$ cat src/rtl/uart_apb_sequencer.sv
// Autonomous APB master for one uart_top: programs baud/config after reset, then polls
// STATUS and moves bytes between a valid/ready byte stream and TX_DATA/RX_DATA.
module uart_apb_sequencer #(
   parameter int unsigned BAUD_DIV      = 8,
   parameter logic [31:0] UART_CFG_VAL  = 32'h5,
   parameter logic [4:0]  ADDR_UART_CFG = 5'h00,
   parameter logic [4:0]  ADDR_BAUD_CFG = 5'h04,
   parameter logic [4:0]  ADDR_STATUS   = 5'h08,
   parameter logic [4:0]  ADDR_TX_DATA  = 5'h0C,
   parameter logic [4:0]  ADDR_RX_DATA  = 5'h10,
   parameter int unsigned POLL_GAP      = 16,
   parameter int unsigned TIMEOUT       = 64
) (
   input  logic        clk_i,
   input  logic        reset_i,
   input  logic [7:0]  tx_byte_i,
   input  logic        tx_valid_i,
   output logic        tx_ready_o,
   output logic [7:0]  rx_byte_o,
   output logic        rx_valid_o,
   input  logic        rx_ready_i,
   output logic        psel_o,
   output logic        penable_o,
   output logic        pwrite_o,
   output logic [4:0]  paddr_o,
   output logic [31:0] pwdata_o,
   input  logic [31:0] prdata_i,
   input  logic        pready_i,
   input  logic        pslverr_i,
   output logic        cfg_done_o,
   output logic        err_o
);

   typedef enum logic [2:0] {
      S_CFG_BAUD, S_CFG_EN, S_IDLE, S_POLL, S_RD_RX, S_WR_TX, S_GAP
   } state_t;

   typedef enum logic [1:0] {PH_IDLE, PH_SETUP, PH_ACCESS} phase_t;

   localparam logic [15:0] TO_LAST  = 16'(TIMEOUT - 1);
   localparam logic [15:0] GAP_LAST = 16'(POLL_GAP - 1);

   state_t      state_r, state_n;
   phase_t      phase_r, phase_n;
   logic [15:0] tcnt_r, tcnt_n, gap_r, gap_n;
   logic        prio_tx_r, prio_tx_n;
   logic [7:0]  tx_hold_r, tx_hold_n;
   logic        psel_r, psel_n, penable_r, penable_n, pwrite_r, pwrite_n;
   logic [4:0]  paddr_r, paddr_n;
   logic [31:0] pwdata_r, pwdata_n;
   logic [7:0]  rx_byte_r, rx_byte_n;
   logic        rx_valid_r, rx_valid_n, tx_ready_r, tx_ready_n;
   logic        cfg_done_r, cfg_done_n, err_r, err_n;
   logic        req_write_s;
   logic [4:0]  req_addr_s;
   logic [31:0] req_wdata_s;
   logic        rx_el_s, tx_el_s;
   logic        unused_s;

   assign unused_s = ^prdata_i[31:8];
   assign rx_el_s  = prdata_i[0] & ~rx_valid_r;
   assign tx_el_s  = tx_valid_i & ~prdata_i[1];

   // Address/data of the transfer owned by the current state
   always_comb begin
      req_write_s = 1'b0;
      req_addr_s  = ADDR_STATUS;
      req_wdata_s = 32'h0;
      case (state_r)
         S_CFG_BAUD: begin req_write_s = 1'b1; req_addr_s = ADDR_BAUD_CFG; req_wdata_s = 32'(BAUD_DIV); end
         S_CFG_EN:   begin req_write_s = 1'b1; req_addr_s = ADDR_UART_CFG; req_wdata_s = UART_CFG_VAL; end
         S_RD_RX:    begin req_write_s = 1'b0; req_addr_s = ADDR_RX_DATA;  req_wdata_s = 32'h0; end
         S_WR_TX:    begin req_write_s = 1'b1; req_addr_s = ADDR_TX_DATA;  req_wdata_s = {24'h0, tx_hold_r}; end
         default:    begin req_write_s = 1'b0; req_addr_s = ADDR_STATUS;   req_wdata_s = 32'h0; end
      endcase
   end

   // Next-state and next-output logic
   always_comb begin
      state_n    = state_r;
      phase_n    = phase_r;
      tcnt_n     = tcnt_r;
      gap_n      = gap_r;
      prio_tx_n  = prio_tx_r;
      tx_hold_n  = tx_hold_r;
      psel_n     = psel_r;
      penable_n  = penable_r;
      pwrite_n   = pwrite_r;
      paddr_n    = paddr_r;
      pwdata_n   = pwdata_r;
      rx_byte_n  = rx_byte_r;
      rx_valid_n = rx_valid_r & ~rx_ready_i;
      tx_ready_n = 1'b0;
      cfg_done_n = cfg_done_r;
      err_n      = err_r;
      case (state_r)
         S_IDLE: state_n = (tx_valid_i || !rx_valid_r) ? S_POLL : S_IDLE;
         S_GAP: begin
            if (gap_r == GAP_LAST) begin
               gap_n   = 16'd0;
               state_n = S_IDLE;
            end else begin
               gap_n   = gap_r + 16'd1;
               state_n = S_GAP;
            end
         end
         S_CFG_BAUD, S_CFG_EN, S_POLL, S_RD_RX, S_WR_TX: begin
            case (phase_r)
               PH_IDLE: begin
                  psel_n    = 1'b1;
                  penable_n = 1'b0;
                  pwrite_n  = req_write_s;
                  paddr_n   = req_addr_s;
                  pwdata_n  = req_wdata_s;
                  phase_n   = PH_SETUP;
               end
               PH_SETUP: begin
                  penable_n = 1'b1;
                  tcnt_n    = 16'd0;
                  phase_n   = PH_ACCESS;
               end
               PH_ACCESS: begin
                  if (pready_i) begin
                     psel_n    = 1'b0;
                     penable_n = 1'b0;
                     phase_n   = PH_IDLE;
                     err_n     = err_r | pslverr_i;
                     case (state_r)
                        S_CFG_BAUD: state_n = S_CFG_EN;
                        S_CFG_EN: begin
                           state_n    = S_IDLE;
                           cfg_done_n = cfg_done_r | ~pslverr_i;
                        end
                        S_RD_RX: begin
                           state_n    = S_IDLE;
                           rx_byte_n  = pslverr_i ? rx_byte_r : prdata_i[7:0];
                           rx_valid_n = rx_valid_n | ~pslverr_i;
                        end
                        S_WR_TX: begin
                           state_n    = S_IDLE;
                           tx_ready_n = ~pslverr_i;
                        end
                        S_POLL: begin
                           tx_hold_n = tx_byte_i;
                           if (pslverr_i) begin
                              state_n = S_IDLE;
                           end else if (rx_el_s && tx_el_s) begin
                              state_n   = prio_tx_r ? S_WR_TX : S_RD_RX;
                              prio_tx_n = ~prio_tx_r;
                           end else if (rx_el_s) begin
                              state_n   = S_RD_RX;
                              prio_tx_n = 1'b1;
                           end else if (tx_el_s) begin
                              state_n   = S_WR_TX;
                              prio_tx_n = 1'b0;
                           end else begin
                              state_n = S_GAP;
                              gap_n   = 16'd0;
                           end
                        end
                        default: state_n = S_IDLE;
                     endcase
                  end else if (tcnt_r == TO_LAST) begin
                     // abandoned config writes still advance through the sequence
                     psel_n    = 1'b0;
                     penable_n = 1'b0;
                     phase_n   = PH_IDLE;
                     err_n     = 1'b1;
                     state_n   = (state_r == S_CFG_BAUD) ? S_CFG_EN : S_IDLE;
                  end else begin
                     tcnt_n = tcnt_r + 16'd1;
                  end
               end
               default: begin
                  psel_n    = 1'b0;
                  penable_n = 1'b0;
                  phase_n   = PH_IDLE;
               end
            endcase
         end
         default: state_n = S_IDLE;
      endcase
   end

   // State and registered-output update
   always_ff @(posedge clk_i or posedge reset_i) begin
      if (reset_i) begin
         state_r    <= S_CFG_BAUD;
         phase_r    <= PH_IDLE;
         tcnt_r     <= 16'd0;
         gap_r      <= 16'd0;
         prio_tx_r  <= 1'b0;
         tx_hold_r  <= 8'h00;
         psel_r     <= 1'b0;
         penable_r  <= 1'b0;
         pwrite_r   <= 1'b0;
         paddr_r    <= 5'h00;
         pwdata_r   <= 32'h0;
         rx_byte_r  <= 8'h00;
         rx_valid_r <= 1'b0;
         tx_ready_r <= 1'b0;
         cfg_done_r <= 1'b0;
         err_r      <= 1'b0;
      end else begin
         state_r    <= state_n;
         phase_r    <= phase_n;
         tcnt_r     <= tcnt_n;
         gap_r      <= gap_n;
         prio_tx_r  <= prio_tx_n;
         tx_hold_r  <= tx_hold_n;
         psel_r     <= psel_n;
         penable_r  <= penable_n;
         pwrite_r   <= pwrite_n;
         paddr_r    <= paddr_n;
         pwdata_r   <= pwdata_n;
         rx_byte_r  <= rx_byte_n;
         rx_valid_r <= rx_valid_n;
         tx_ready_r <= tx_ready_n;
         cfg_done_r <= cfg_done_n;
         err_r      <= err_n;
      end
   end

   assign psel_o     = psel_r;
   assign penable_o  = penable_r;
   assign pwrite_o   = pwrite_r;
   assign paddr_o    = paddr_r;
   assign pwdata_o   = pwdata_r;
   assign rx_byte_o  = rx_byte_r;
   assign rx_valid_o = rx_valid_r;
   assign tx_ready_o = tx_ready_r;
   assign cfg_done_o = cfg_done_r;
   assign err_o      = err_r;

endmodule

$ cat config.mk
export PLATFORM = sky130hd
export DESIGN_NAME = uart_apb_sequencer
export DESIGN_NICKNAME = d
export VERILOG_FILES = /design/src/rtl/uart_apb_sequencer.sv
export SDC_FILE = /design/constraint.sdc
export NUM_CORES = 1
export LEC_CHECK = 0
export CAP_MARGIN = 20
export CORE_AREA = 2 2 71 140
export CTS_BUF_LIST = sky130_fd_sc_hd__clkbuf_8
export DETAILED_ROUTE_END_ITERATION = 8
export DIE_AREA = 0 0 73 142
export PLACE_DENSITY = 0.7
export SLEW_MARGIN = 5
export SYNTH_ARGS = -nofsm -noshare
export SYNTH_HDL_FRONTEND = slang
export SYNTH_SLANG_ARGS = --single-unit
$ cat constraint.sdc
create_clock -name clk_i -period 3.4 [get_ports clk_i]
set_clock_uncertainty 0.15 [all_clocks]
set_input_delay 0.68 -clock clk_i [delete_from_list [all_inputs] [get_ports clk_i]]
set_output_delay 0.68 -clock clk_i [all_outputs]
set_load 0.005 [all_outputs]
==> impl_results.md, run 1 <==
* Fraction of layout cells with a size suffix above 1 at between 10% and 20%
* First-pass GRT wire length at approximately 14,000 um
* Routed via count at between 2,000 and 3,000
* Post-layout min period at between 2 and 2.5 ns
* DRT antenna net count at 0
* 1st-iter DRT viols at between 150 and 200
* H-tree depth at 3
* Uppermost layer routed: met4
* Ports at 98
* Nature of the critical path endpoint: flop
* Hold WS at between 0.3 and 0.4 ns
* Yosys cell types at 48
* Met2 WL post-DR at between 4000 and 5000 um
* Largest cells by area after synthesis: dfrtp_1, buf_4, mux2_2
* Drt total wl at approximately 8000 um
* Slew Limit Fails at 0
* Final HPWL DP at ~6300 um
* Clock tree from TritonCTS: done
* Startpoint class of the critical path: input port
* Register bit total from synthesis at 71
* Reg area at about 1800 um^2
* Met1 wire length at 2930 um
* Metal3 WL at approximately 280 um
* VDD IR max at about 360 uV
* Synth cell count leaders: dfrtp_1, nand2_1, o21ai_0, buf_4, nor2_1
* Clk Latency, worst-skew pair at roughly 0.35 ns
* Max Cap Viol at 0
* Hold Path Class: flop to flop
* Antenna Cells at 0
* Relative slew slack at ~57%
* # hold bufs at CTS at 0
* Status: finished, final reports clean
* Port Buffers at 47
* Initial Utilization at about 39%
* All-Layer GR Usage at between 15 and 20%
* Share of the clock period used by the worst path at ~73%
* Final setup violation count at 0
* Nets@finish at 466
* Initial antenna violation count at 0
* Ys Warns at 0
* Clock Path Buffers at 2
* Power Density at 644 nW/um^2
* Placer Congestion at around 0.87
* Total clock sinks at 71
* Height of the die at approximately 140 um
* LEAKAGE at between 1.5 and 2 nW
* Final hold violations at 0
* Post-CTS sizing at 0
* Sequential share of the synthesized area at about half
* FP Rows at 50
* Die width at 73 um
* Die area at about 10,000 um^2
* Drt first pass iters at 4
* Worst-Margin Slew at around 0.64 ns
* Root Driver: clkbuf_8
* Area of the multi-input gates at 1640 um^2
* Most common cell in the netlist: dfrtp_1
* Area growth from synthesis to layout at 19.5%
* WP data required at about 3.5 ns
* Number of global-route vias before repair at between 2,000 and 3,000
* Worst-path clk slew at around 0.070 ns
* Drc violations at 0
* Critical path data arrival time at 2.57 ns
* Largest net degree at the start of global routing at 32
* Post-synth ARST share at 100%
* Max Clock Freq at 401 MHz
* Total congestion overflow at 0
* Worst-path fanout max at 9
* Syn Inst Count at 367
* Area fraction of the dominant cell type after synthesis at between 40% and 50%
* Routed len/inst at around 16 um
* RSZ-0062 raised after global routing: no
* TritonCTS Buffers at 9
* Post-synth EDFFs at 0
* Setup bufs post-CTS at 0
* Area of the mapped netlist at 3620 um^2
* Area leader, netlist: dfrtp_1
* Crit Path Class: input port to flop
* Top FF cell, synth: dfrtp_1
* Core Box Area at between 9000 and 10,000 um^2
* Total Neg Setup Slack at 0 ns
* # fillers at around 880
* Routed vias/inst at around 5.4
* Average cell area after synthesis at 9.87 um^2
[layer usage]
metal / vias to the layer above / global-route usage (%)
li1: 1370 / -
met1: 1391 / 17.1
met2: 78 / 30.4
met3: 22 / 3.61
met4: 0 / 11.2
met5: - / 0
[logic make-up (layout without fill, tap and decap cells)]
logic type	Yosys count	in the layout	share of synthesized area [%]
AND/OR/NAND/NOR	137	137	19.0
AO/OA/AOI/OAI	83	83	16.0
flip-flops	71	71	49.1
buffers and inverters	49	79	8.22
multiplexers	16	16	4.98
XOR/XNOR	8	8	1.94
adder cells (fa/ha/maj)	2	2	0.691
other	1	26	0.104
[metrics by stage]
step	cells	util [%]	total power [mW]	setup WS, ns	area (um^2)
CTS	526	46.4	2.82	0.911	4330
floorplan	392	-	1.78	0.773	3710
finish	526	46.4	2.79	0.904	4330
detailed placement	511	44.2	2.09	0.535	4120
global placement	511	44.2	2.04	0.556	4120
global route	526	46.4	2.97	0.761	4330
[placed cells by master (no fill, tap or decap), types with 3 or more instances in the layout]
cell type / instances
a211oi_1: 3
a21oi_1: 8
a31oi_1: 10
and2_1: 4
and3_1: 6
and4_1: 3
buf_4: 5
clkbuf_8: 10
clkdlybuf4s50_1: 47
conb_1: 26
dfrtp_1: 71
inv_1: 11
mux2_2: 16
nand2_1: 47
nand2b_1: 3
nand3_1: 20
nand4_1: 8
nor2_1: 23
nor2b_1: 5
nor3_1: 3
nor4_1: 5
o211ai_1: 4
o21ai_0: 30
o31ai_1: 10
xor2_1: 8
[power by group]
part	internal, mW	switching, mW	total [mW]
logic	0.381	0.416	0.797
clock network	0.424	0.298	0.721
registers	1.05	0.218	1.27
[sequential cells by signal, indices dropped and copies added, names as in the netlist, 2 cells and up]
signal / flops
phase_r: 2
paddr_o: 3
tx_hold_r: 8
pwdata_o: 8
state_r: 3
gap_r: 16
tcnt_r: 16
rx_byte_o: 8
[worst paths after layout]
path / from / end / slack (ns) / cells after the start
hold reg to reg: prio_tx_r / prio_tx_r / 0.33 / 1
hold / removal: prio_tx_r / prio_tx_r / 0.33 / 1
min in group asynchronous: reset_i / rx_byte_o[5] / 0.56 / 2
setup reg to reg: state_r[0] / gap_r[12] / 1.07 / 5
max in group asynchronous: reset_i / tx_hold_r[3] / 1.91 / 3
setup / recovery: pready_i / rx_byte_o[3] / 0.90 / 5
[final cells by class]
| type | count | share of cell area [%] |
|---|---|---|
| Multi-Input combinational cell | 272 | 37.9 |
| Timing Repair Buffer | 53 | 12.2 |
| Clock buffer | 10 | 3.18 |
| Sequential cell | 71 | 41.1 |
| Inverter | 11 | 0.954 |
| Clock inverter | 5 | 1.71 |
| Tap cell | 104 | 3.01 |
[worst max-delay path, cell delays in order]
cell and delay, ns:
clkdlybuf4s50_1 0.67, nand2b_1 0.15, nor2_1 0.28, nand3b_1 0.39, mux2_2 0.40
(Power assumes the default switching activity.)
==> run 2, diff against run 1 <==
Clock period 3.4 ns to 2.4 ns, I/O delays scaled along.
==> impl_results.md, run 2 (same netlist as run 1, synthesis figures left out) <==
* Status: finished, final reports clean (unchanged)
* Hold Path Class: flop to flop (unchanged)
* Hold_sp: err_o (was prio_tx_r)
* Drc violations at 0 (unchanged)
* Crit Path Class: flop to flop (was input port to flop)
* Placer Congestion at 0.860 (was 0.870)
* Initial Utilization at 38.8% (unchanged)
* Clk network pwr share at 24.4% (was 25.9%)
* Reg area at 1780 um^2 (unchanged)
* Psw at 1.39 mW (was 0.932 mW)
* Combinational Power Share at 30.2% (was 28.6%)
* Number of global-route vias before repair at 2,984 (was 2,883)
* Post-Layout Cell Count at 540 (was 526)
* Final WS setup at 0.303 ns (was 0.904 ns)
* Crit path max-delay cell type: dfrtp_1 (was clkdlybuf4s50_1)
* DRT antenna net count at 0 (unchanged)
* Worst Path Buf+Inv at 0 (was 1)
* Nets@finish at 479 (was 466)
* Startpoint class of the critical path: flop (was input port)
* Worst-path clk slew at 0.08 ns (was 0.07 ns)
* TritonCTS Buffers at 9 (unchanged)
* Final setup violation count at 0 (unchanged)
* Switching Share at 35.4% (was 33.4%)
* P_int at 2.53 mW (was 1.85 mW)
* Cell chain of the critical path: nand2b_4, a2111oi_4, nand2_2, or4_1, a21oi_1 (was clkdlybuf4s50_1, nand2b_1, nor2_1, nand3b_1, mux2_2)
* Drt first pass iters at 4 (unchanged)
* Slew Limit Fails at 0 (unchanged)
* H-tree depth at 3 (unchanged)
* Worst-path fanout max at 10 (was 9)
* Power Density at 888 nW/um^2 (was 644 nW/um^2)
* Final hold violations at 0 (unchanged)
* Routed len/inst at 15.6 um (about the same)
* Routed vias/inst at 5.50 (was 5.44)
* Max Clock Freq at around 480 MHz
* Largest net degree at the start of global routing at 72 (was 32)
* Antenna Cells at 0 (unchanged)
* Post-CTS sizing at 0 (unchanged)
* Placed instance count at 524 (was 511)
* Fraction of layout cells with a size suffix above 1 at 14.2% (was 11.1%)
* Height of the die at 142 um (unchanged)
* 1st-iter DRT viols at 187 (was 164)
* # fillers at 879 (was 883)
* Relative slew slack at 61.7% (was 57.0%)
* Area growth from synthesis to layout at 21.9% (was 19.5%)
* # hold bufs at CTS at 0 (unchanged)
* Routed via count at 2,968 (was 2,861)
* Clock Path Buffers at 2 (unchanged)
* Nature of the critical path endpoint: flop (unchanged)
* Worst R2R Start: state_r[2] (was state_r[0])
* Worst-Margin Slew at 0.572 ns (was 0.642 ns)
* FP Rows at 50 (unchanged)
* Port Buffers at 47 (unchanged)
* Clock tree from TritonCTS: done (unchanged)
* Ports at 98 (unchanged)
* Most frequent cells in the layout: dfrtp_1, nand2_1, clkdlybuf4s50_1 (unchanged)
* Die area at 10,400 um^2 (unchanged)
* Post-layout min period at between 2 and 2.5 ns
* Total congestion overflow at 0 (unchanged)
* Commonest non-fill, non-tap cell in the layout: dfrtp_1 (unchanged)
* Share of the clock period used by the worst path at around 87%
* Place WS at 0.00592 ns (was 0.535 ns)
* Max Cap Viol at 0 (unchanged)
* Area of placed instances at 4220 um^2 (was 4120 um^2)
* Critical Path Start: state_r[2] (was pready_i)
* VDD IR max at 577 uV (was 361 uV)
* Die width at 73 um (unchanged)
* Critical path data arrival time at 2.23 ns (was 2.57 ns)
* Clk Latency, worst-skew pair at 0.35 ns (about the same)
* Final HPWL DP at 6260 um (was 6290 um)
* Area of the multi-input gates at 1640 um^2 (unchanged)
* Setup bufs post-CTS at 0 (unchanged)
* Total clock sinks at 71 (unchanged)
* CP peak stage delay at 0.48 ns (was 0.67 ns)
* Seq pwr share at 45.4% (was 45.5%)
* All-Layer GR Usage at 17.7% (was 17.0%)
* Core Util, Final at 47.4% (was 46.4%)
* Top Registers: gap_r x16, tcnt_r x16 (unchanged)
* Top Family by Delay on Critical Path: simple AND/OR/NAND/NOR gates (unchanged)
* First-pass GRT wire length at 14,100 um (was 13,600 um)
* LEAKAGE at 1.89 nW (was 1.85 nW)
* Total Neg Setup Slack at 0 ns (unchanged)
* Initial antenna violation count at 0 (unchanged)
* Core Box Area at 9320 um^2 (unchanged)
* Finished Cell Area at 4420 um^2 (was 4330 um^2)
* WP data required at 2.53 ns (was 3.48 ns)
* Root Driver: clkbuf_8 (unchanged)
* Drt total wl at 8430 um (was 8210 um)
* RSZ-0062 raised after global routing: no (unchanged)
## run 2: cell types whose count changed in the layout (fill, tap and decap cells not counted), sizes merged
cell      delta
buf         +13
bufinv       -1
clkbuf       -1
clkinvlp     +5
inv          -2
## run 2: power groups by stage
stage,Clock (mW),Combinational (mW),Sequential [mW]
final,0.957,1.18,1.78
after detailed placement,0,1.19,1.80
after global placement,0,1.16,1.78
after CTS,0.983,1.20,1.78
after global routing,1.03,1.32,1.82
after floorplan,0,0.829,1.69
## run 2: final timing paths
kind | end | slack (ns) | cells past startpoint
max | tcnt_r[5] | 0.30 | 5
min | err_o | 0.33 | 1
max reg2reg | tcnt_r[5] | 0.30 | 5
min reg2reg | err_o | 0.33 | 1
max in group asynchronous | tcnt_r[3] | 1.36 | 3
min in group asynchronous | rx_byte_o[7] | 0.42 | 3
## run 2: layer usage
| metal | share of wire (%) | track usage (%) | routed length, um |
|---|---|---|---|
| met1 | 36 | 17.7 | 3020 |
| met5 | 0 | 0 | 0 |
| met4 | 3.5 | 8.58 | 292 |
| met2 | 57 | 32.8 | 4840 |
| met3 | 3.2 | 4.11 | 273 |
## run 2: cell type report
type                       count  area share [%]
clock inverter                 7            1.67
timing repair buffer          66            14.2
multi-input combinational    272            37.1
inverter                      11            1.02
tap                          104            2.95
sequential                    71            40.2
clock buffer                   9            2.81
## run 2: metrics by stage
stage	total power [mW]	hold slack [ns]
finish	3.92	0.329
detailed placement	3.00	0.313
floorplan	2.52	0.291
CTS	3.96	0.329
global placement	2.94	0.310
global route	4.18	0.341
==> RTL change 1 (config.mk and constraints of run 1) <==
Encoding of `state_t`: now one-hot (7 bits for 7 states).
--- a/src/rtl/uart_apb_sequencer.sv
+++ b/src/rtl/uart_apb_sequencer.sv
@@ -31,8 +31,8 @@
    output logic        err_o
 );
 
-   typedef enum logic [2:0] {
-      S_CFG_BAUD, S_CFG_EN, S_IDLE, S_POLL, S_RD_RX, S_WR_TX, S_GAP
+   typedef enum logic [6:0] {
+      S_CFG_BAUD = 7'b0000001, S_CFG_EN = 7'b0000010, S_IDLE = 7'b0000100, S_POLL = 7'b0001000, S_RD_RX = 7'b0010000, S_WR_TX = 7'b0100000, S_GAP = 7'b1000000
    } state_t;
 
    typedef enum logic [1:0] {PH_IDLE, PH_SETUP, PH_ACCESS} phase_t;
Formal check against the unedited RTL: same outputs for any inputs over 10 cycles, from zero or initial values and one cycle with reset_i high; not proved beyond that.
==> RTL change 1 against run 1 <==
First-iteration DRC count down 19%; final cell count up 9.1%; highest routed layer unchanged; synthesized cell count up 14%; setup slack worse by 79 ps; area after synthesis up 13%; total power down 1.7%; critical endpoint is now tcnt_r[10]; routed wire length up 15%; global-route usage up 2.3 points; critical path depth unchanged; design area up 10%; sequential cell count up 4; sequential share of layout area down 1.7 points; core utilization up 4.8 points.
==> RTL change 1: results (changes against run 1) <==
* DRT Pass-1 Iters at 4 (unchanged)
* Hold Startpoint: cfg_done_o (was prio_tx_r)
* Clk_lat worst skew at 370 ps (was 350 ps)
* Synth unique cells at 60 (was 48)
* Pin count of the biggest net entering global routing at 26 (was 32)
* Top cells by count, synth: 74 x dfrtp_1, 43 x nand2_1, 33 x o21ai_0 (was 71 x dfrtp_1, 47 x nand2_1, 30 x o21ai_0)
* Placed cell area at 4550 µm² (was 4120 µm²)
* Slew @ Worst Pin at 727 ps (was 642 ps)
* Final antenna diode count at 0 (unchanged)
* Placer Congestion at 0.866 (was 0.870)
* HP Class: reg2reg (unchanged)
* Hpwl dp at 6.96 mm (was 6.29 mm)
* Tot GR Track Use at 0.193 (was 0.170)
* First-pass GRT wire length at 15.6 mm (was 13.6 mm)
* Hold path depth at 1 (unchanged)
* CTS Buf Count at 9 (unchanged)
* Worst R2R End: tcnt_r[10] (was gap_r[12])
* Worst Hold End: cfg_done_o (was prio_tx_r)
* Crit Path Max Fanout at 20 (was 9)
* IO buf count at 47 (unchanged)
* Worst EP arrival at 2720 ps (was 2570 ps)
* Sequential area share after synthesis at 0.460 (was 0.491)
* Clock Root Buffer: clkbuf_8 (unchanged)
* Yosys Warn Count at 0 (unchanged)
* H-tree depth at 3 (unchanged)
* Final hold slack at 321 ps (was 330 ps)
* Leakage dissipation at 2.01 nW (was 1.85 nW)
* Number of antenna violations at the first check in global routing at 0 (unchanged)
* Asr flop ratio synth at 1.00 (unchanged)
* Max Buffers Root-to-Sink at 2 (unchanged)
* Final WL at 9.45 mm (was 8.21 mm)
* Layout cells sized above 1 at 0.117 (was 0.111)
* Run status: completed (unchanged)
* P_int at 1.79 mW (was 1.85 mW)
* Clk slew on worst S/H paths at 80 ps
* Reg2Reg Setup Slack at 820 ps (was 1070 ps)
* Reg2reg path depth at 5 (unchanged)
* VDD IR max at 0.368 mV (was 0.361 mV)
* Worst R2R Start: state_r[1] (was state_r[0])
* # resized after CTS at 0 (unchanged)
* Vias in the first global route at 3,338 (was 2,883)
* Initial drt markers at 133 (was 164)
* Postcts setup bufs at 0 (unchanged)
* Layout fillers at 853 (was 883)
* Largest regs: gap_r (16), tcnt_r (16) (unchanged)
* Nets at 513 (was 466)
* Via Count at 3,362 (was 2,861)
* Synth top area cells: dfrtp_1 45%, mux2_2 5.0%, buf_4 4.8% (was dfrtp_1 49%, buf_4 5.4%, mux2_2 5.0%)
[RTL change 1: cell families (layout without fill, tap and decap cells)]
family	count (synthesis)	count (layout)	share of synthesized area
simple gates	147	147	0.202
compound gates	109	109	0.172
flops	75	75	0.460
buf+inv	59	84	0.0845
mux	25	25	0.0698
fa+ha+maj	2	2	0.00612
xor+xnor	2	2	0.00429
other cells	1	26	0.000918
[RTL change 1: how the worst max path moves through the flow]
stage / cells past startpoint / from / end
after floorplan: 1 / reset_i / cfg_done_o
after global placement: 6 / pready_i / gap_r[4]
after detailed placement: 6 / pready_i / gap_r[4]
after CTS: 5 / state_r[1] / tcnt_r[10]
after global routing: 5 / state_r[1] / tcnt_r[10]
final: 5 / state_r[1] / tcnt_r[10]
[RTL change 1: final cells by class]
cell class / count / area, µm² / area share
clock inverter: 7 / 103 / 0.0215
tap: 104 / 130 / 0.0272
clock buffer: 9 / 124 / 0.0259
timing repair buffer: 57 / 546 / 0.114
inverter: 11 / 41.3 / 0.00864
sequential: 75 / 1880 / 0.393
multi-input combinational: 311 / 1960 / 0.409
[RTL change 1: worst max-delay path: stages (launching register included)]
cell and delay [ps]:
dfrtp_1 500, or4b_1 620, mux2i_4 250, o21ai_2 260, or4_1 560, a21oi_1 150
[RTL change 1: through the flow]
stage	std cells	setup slack, ps
after floorplan	445	662
after global placement	558	572
after detailed placement	558	560
after CTS	574	832
after global routing	574	693
final	574	825
[RTL change 1: per-layer routing]
layer  track usage  part of all wire  up-vias
li1              -                 -     1595
met1         0.204              0.37     1654
met2         0.351              0.57       93
met3        0.0390             0.037       20
met4        0.0965             0.025        0
met5             0                 0        -
[RTL change 1: power by group through the flow]
stage | sequential (mW) | clock [mW] | combinational (mW)
floorplan | 1.18 | 0 | 0.569
finish | 1.25 | 0.780 | 0.713
global placement | 1.25 | 0 | 0.692
CTS | 1.24 | 0.793 | 0.718
detailed placement | 1.26 | 0 | 0.712
global route | 1.27 | 0.831 | 0.795
==> RTL change 2 (config.mk and constraints of run 1) <==
Without the edit above. The parameter `POLL_GAP` goes from 16 to 8.
--- a/src/rtl/uart_apb_sequencer.sv
+++ b/src/rtl/uart_apb_sequencer.sv
@@ -8,7 +8,7 @@
    parameter logic [4:0]  ADDR_STATUS   = 5'h08,
    parameter logic [4:0]  ADDR_TX_DATA  = 5'h0C,
    parameter logic [4:0]  ADDR_RX_DATA  = 5'h10,
-   parameter int unsigned POLL_GAP      = 16,
+   parameter int unsigned POLL_GAP      = 8,
    parameter int unsigned TIMEOUT       = 64
 ) (
    input  logic        clk_i,
Check against the original RTL: no difference found for any inputs over 10 cycles, from zero or initial values and one cycle with reset_i high; that may be too few to reach the edited logic, so the function may still have changed.
==> RTL change 2 against run 1 <==
Design area decreased by 0.58%; worst hold slack got worse by 2.5 ps; critical path depth increased by 1; die area unchanged; setup slack got worse by 140 ps; register-to-register slack got worse by 120 ps; sequential cell count unchanged; highest routed layer unchanged; total power increased by 3.5%; global-route usage decreased by 0.39 points; critical endpoint is now gap_r[5]; count of clock-buffer cells in the layout increased by 1; area after synthesis decreased by 0.24%; largest cell class unchanged; final cell count increased by 1.1%; routed wire length decreased by 2.7%; sequential power increased by 5%.
==> RTL change 2: results (changes against run 1) <==
* Run status: completed (unchanged)
* Sequential area share after synthesis at 0.492 (was 0.491)
* Final hold slack at 327 ps (was 330 ps)
* Postcts setup bufs at 0 (unchanged)
* Clk_lat worst skew at 350 ps (about the same)
* Normalized max-slew margin at 0.549 (was 0.570)
* Placed cell area at 4080 µm² (was 4120 µm²)
* Nets at 471 (was 466)
* Worst EP arrival at 2730 ps (was 2570 ps)
* Vias in the first global route at 2,812 (was 2,883)
* Top cells by count, synth: 71 x dfrtp_1, 48 x nand2_1, 31 x o21ai_0 (was 71 x dfrtp_1, 47 x nand2_1, 30 x o21ai_0)
* Layout fillers at 867 (was 883)
* WL/cell at 15.0 µm (was 15.6 µm)
* VDD IR max at 0.267 mV (was 0.361 mV)
* Vias/cell at 5.39 (was 5.44)
* Number of antenna violations at the first check in global routing at 0 (unchanged)
* Cells after Synth at 377 (was 367)
* Asr flop ratio synth at 1.00 (unchanged)
* Crit Path Max Fanout at 15 (was 9)
* Synth unique cells at 51 (was 48)
* Pin count of the biggest net entering global routing at 33 (was 32)
* First-pass GRT wire length at 13.4 mm (was 13.6 mm)
* Synth Flop Type: dfrtp_1 (unchanged)
* CTS Buf Count at 9 (unchanged)
* # resized after CTS at 0 (unchanged)
* Reg2Reg Setup Slack at 950 ps (was 1070 ps)
* Largest regs: gap_r (16), tcnt_r (16) (unchanged)
* Final WL at 7.99 mm (was 8.21 mm)
* Placer Congestion at 0.930 (was 0.870)
* DRT Pass-1 Iters at 4 (unchanged)
* Initial drt markers at 226 (was 164)
* Hpwl dp at 5.94 mm (was 6.29 mm)
* Clk slew on worst S/H paths at 70 ps (about the same)
* Tot GR Track Use at 0.167 (was 0.170)
* Leakage dissipation at 1.92 nW (was 1.85 nW)
* H-tree depth at 3 (unchanged)
* Dpl ws at 433 ps (was 535 ps)
* Dpl cells at 516 (was 511)
* Clock Root Buffer: clkbuf_8 (unchanged)
* HP Class: reg2reg (unchanged)
* Synth top area cells: dfrtp_1 49%, buf_4 5.4%, nand2_1 5.0% (was dfrtp_1 49%, buf_4 5.4%, mux2_2 5.0%)
* CTS Hold Bufs at 0 (unchanged)
* Layout cells sized above 1 at 0.0935 (was 0.111)
* Minimum clock period after layout at 2640 ps (was 2500 ps)
* Final antenna diode count at 0 (unchanged)
* IO buf count at 47 (unchanged)
* Max Buffers Root-to-Sink at 2 (unchanged)
* Yosys Warn Count at 0 (unchanged)
RTL change 2: cell types whose count changed in the layout (fill, tap and decap cells not counted), sizes merged, moves of 4 or more:
cell,delta
nand4,+5
nor2,+5
a31oi,-5
nor3,+8
xor2,+4
nand3,-7
o31ai,-4
RTL change 2: final cells by class:
cell class                      count  area, µm²  share of cell area
Clock buffer                       11        151              0.0352
Clock inverter                      5       72.6              0.0169
Inverter                           13       48.8              0.0113
Multi-Input combinational cell    277       1610               0.374
Sequential cell                    71       1780               0.413
Tap cell                          104        130              0.0302
Timing Repair Buffer               51        513               0.119
RTL change 2: worst max-delay path, stage by stage:
cell and delay (ps):
clkdlybuf4s50_1 630, nand2_1 130, or3_1 350, o31a_1 470, o21ai_0 230, a21bo_2 230
RTL change 2: cell families after synthesis:
group           Yosys count  synth area share
flops                    71             0.492
other cells               1           0.00104
compound gates           70             0.127
mux                      14            0.0436
xor+xnor                 12            0.0291
buf+inv                  54            0.0883
simple gates            153             0.212
fa+ha+maj                 2           0.00693
RTL change 2: where the power goes:
part	leakage, nW	internal, mW	switching [mW]
sequential	0.908	1.07	0.261
clock	0.122	0.447	0.308
combinational	0.885	0.382	0.415
RTL change 2: worst paths after layout:
check                           depth (start not counted)          end  startpoint
worst max-delay path                                    6     gap_r[5]    pready_i
worst min-delay path                                    2   paddr_o[3]  paddr_o[3]
worst max register to register                          5     gap_r[5]  state_r[1]
worst min register to register                          2   paddr_o[3]  paddr_o[3]
max in group asynchronous                               3   state_r[1]     reset_i
min in group asynchronous                               2  pwdata_o[1]     reset_i
RTL change 2: metal layers:
metal / up-vias / part of all wire / GRT usage
met2: 92 / 0.55 / 0.289
met1: 1383 / 0.37 / 0.185
met4: 0 / 0.038 / 0.0867
li1: 1368 / - / -
met3: 22 / 0.042 / 0.0361
met5: - / 0 / 0
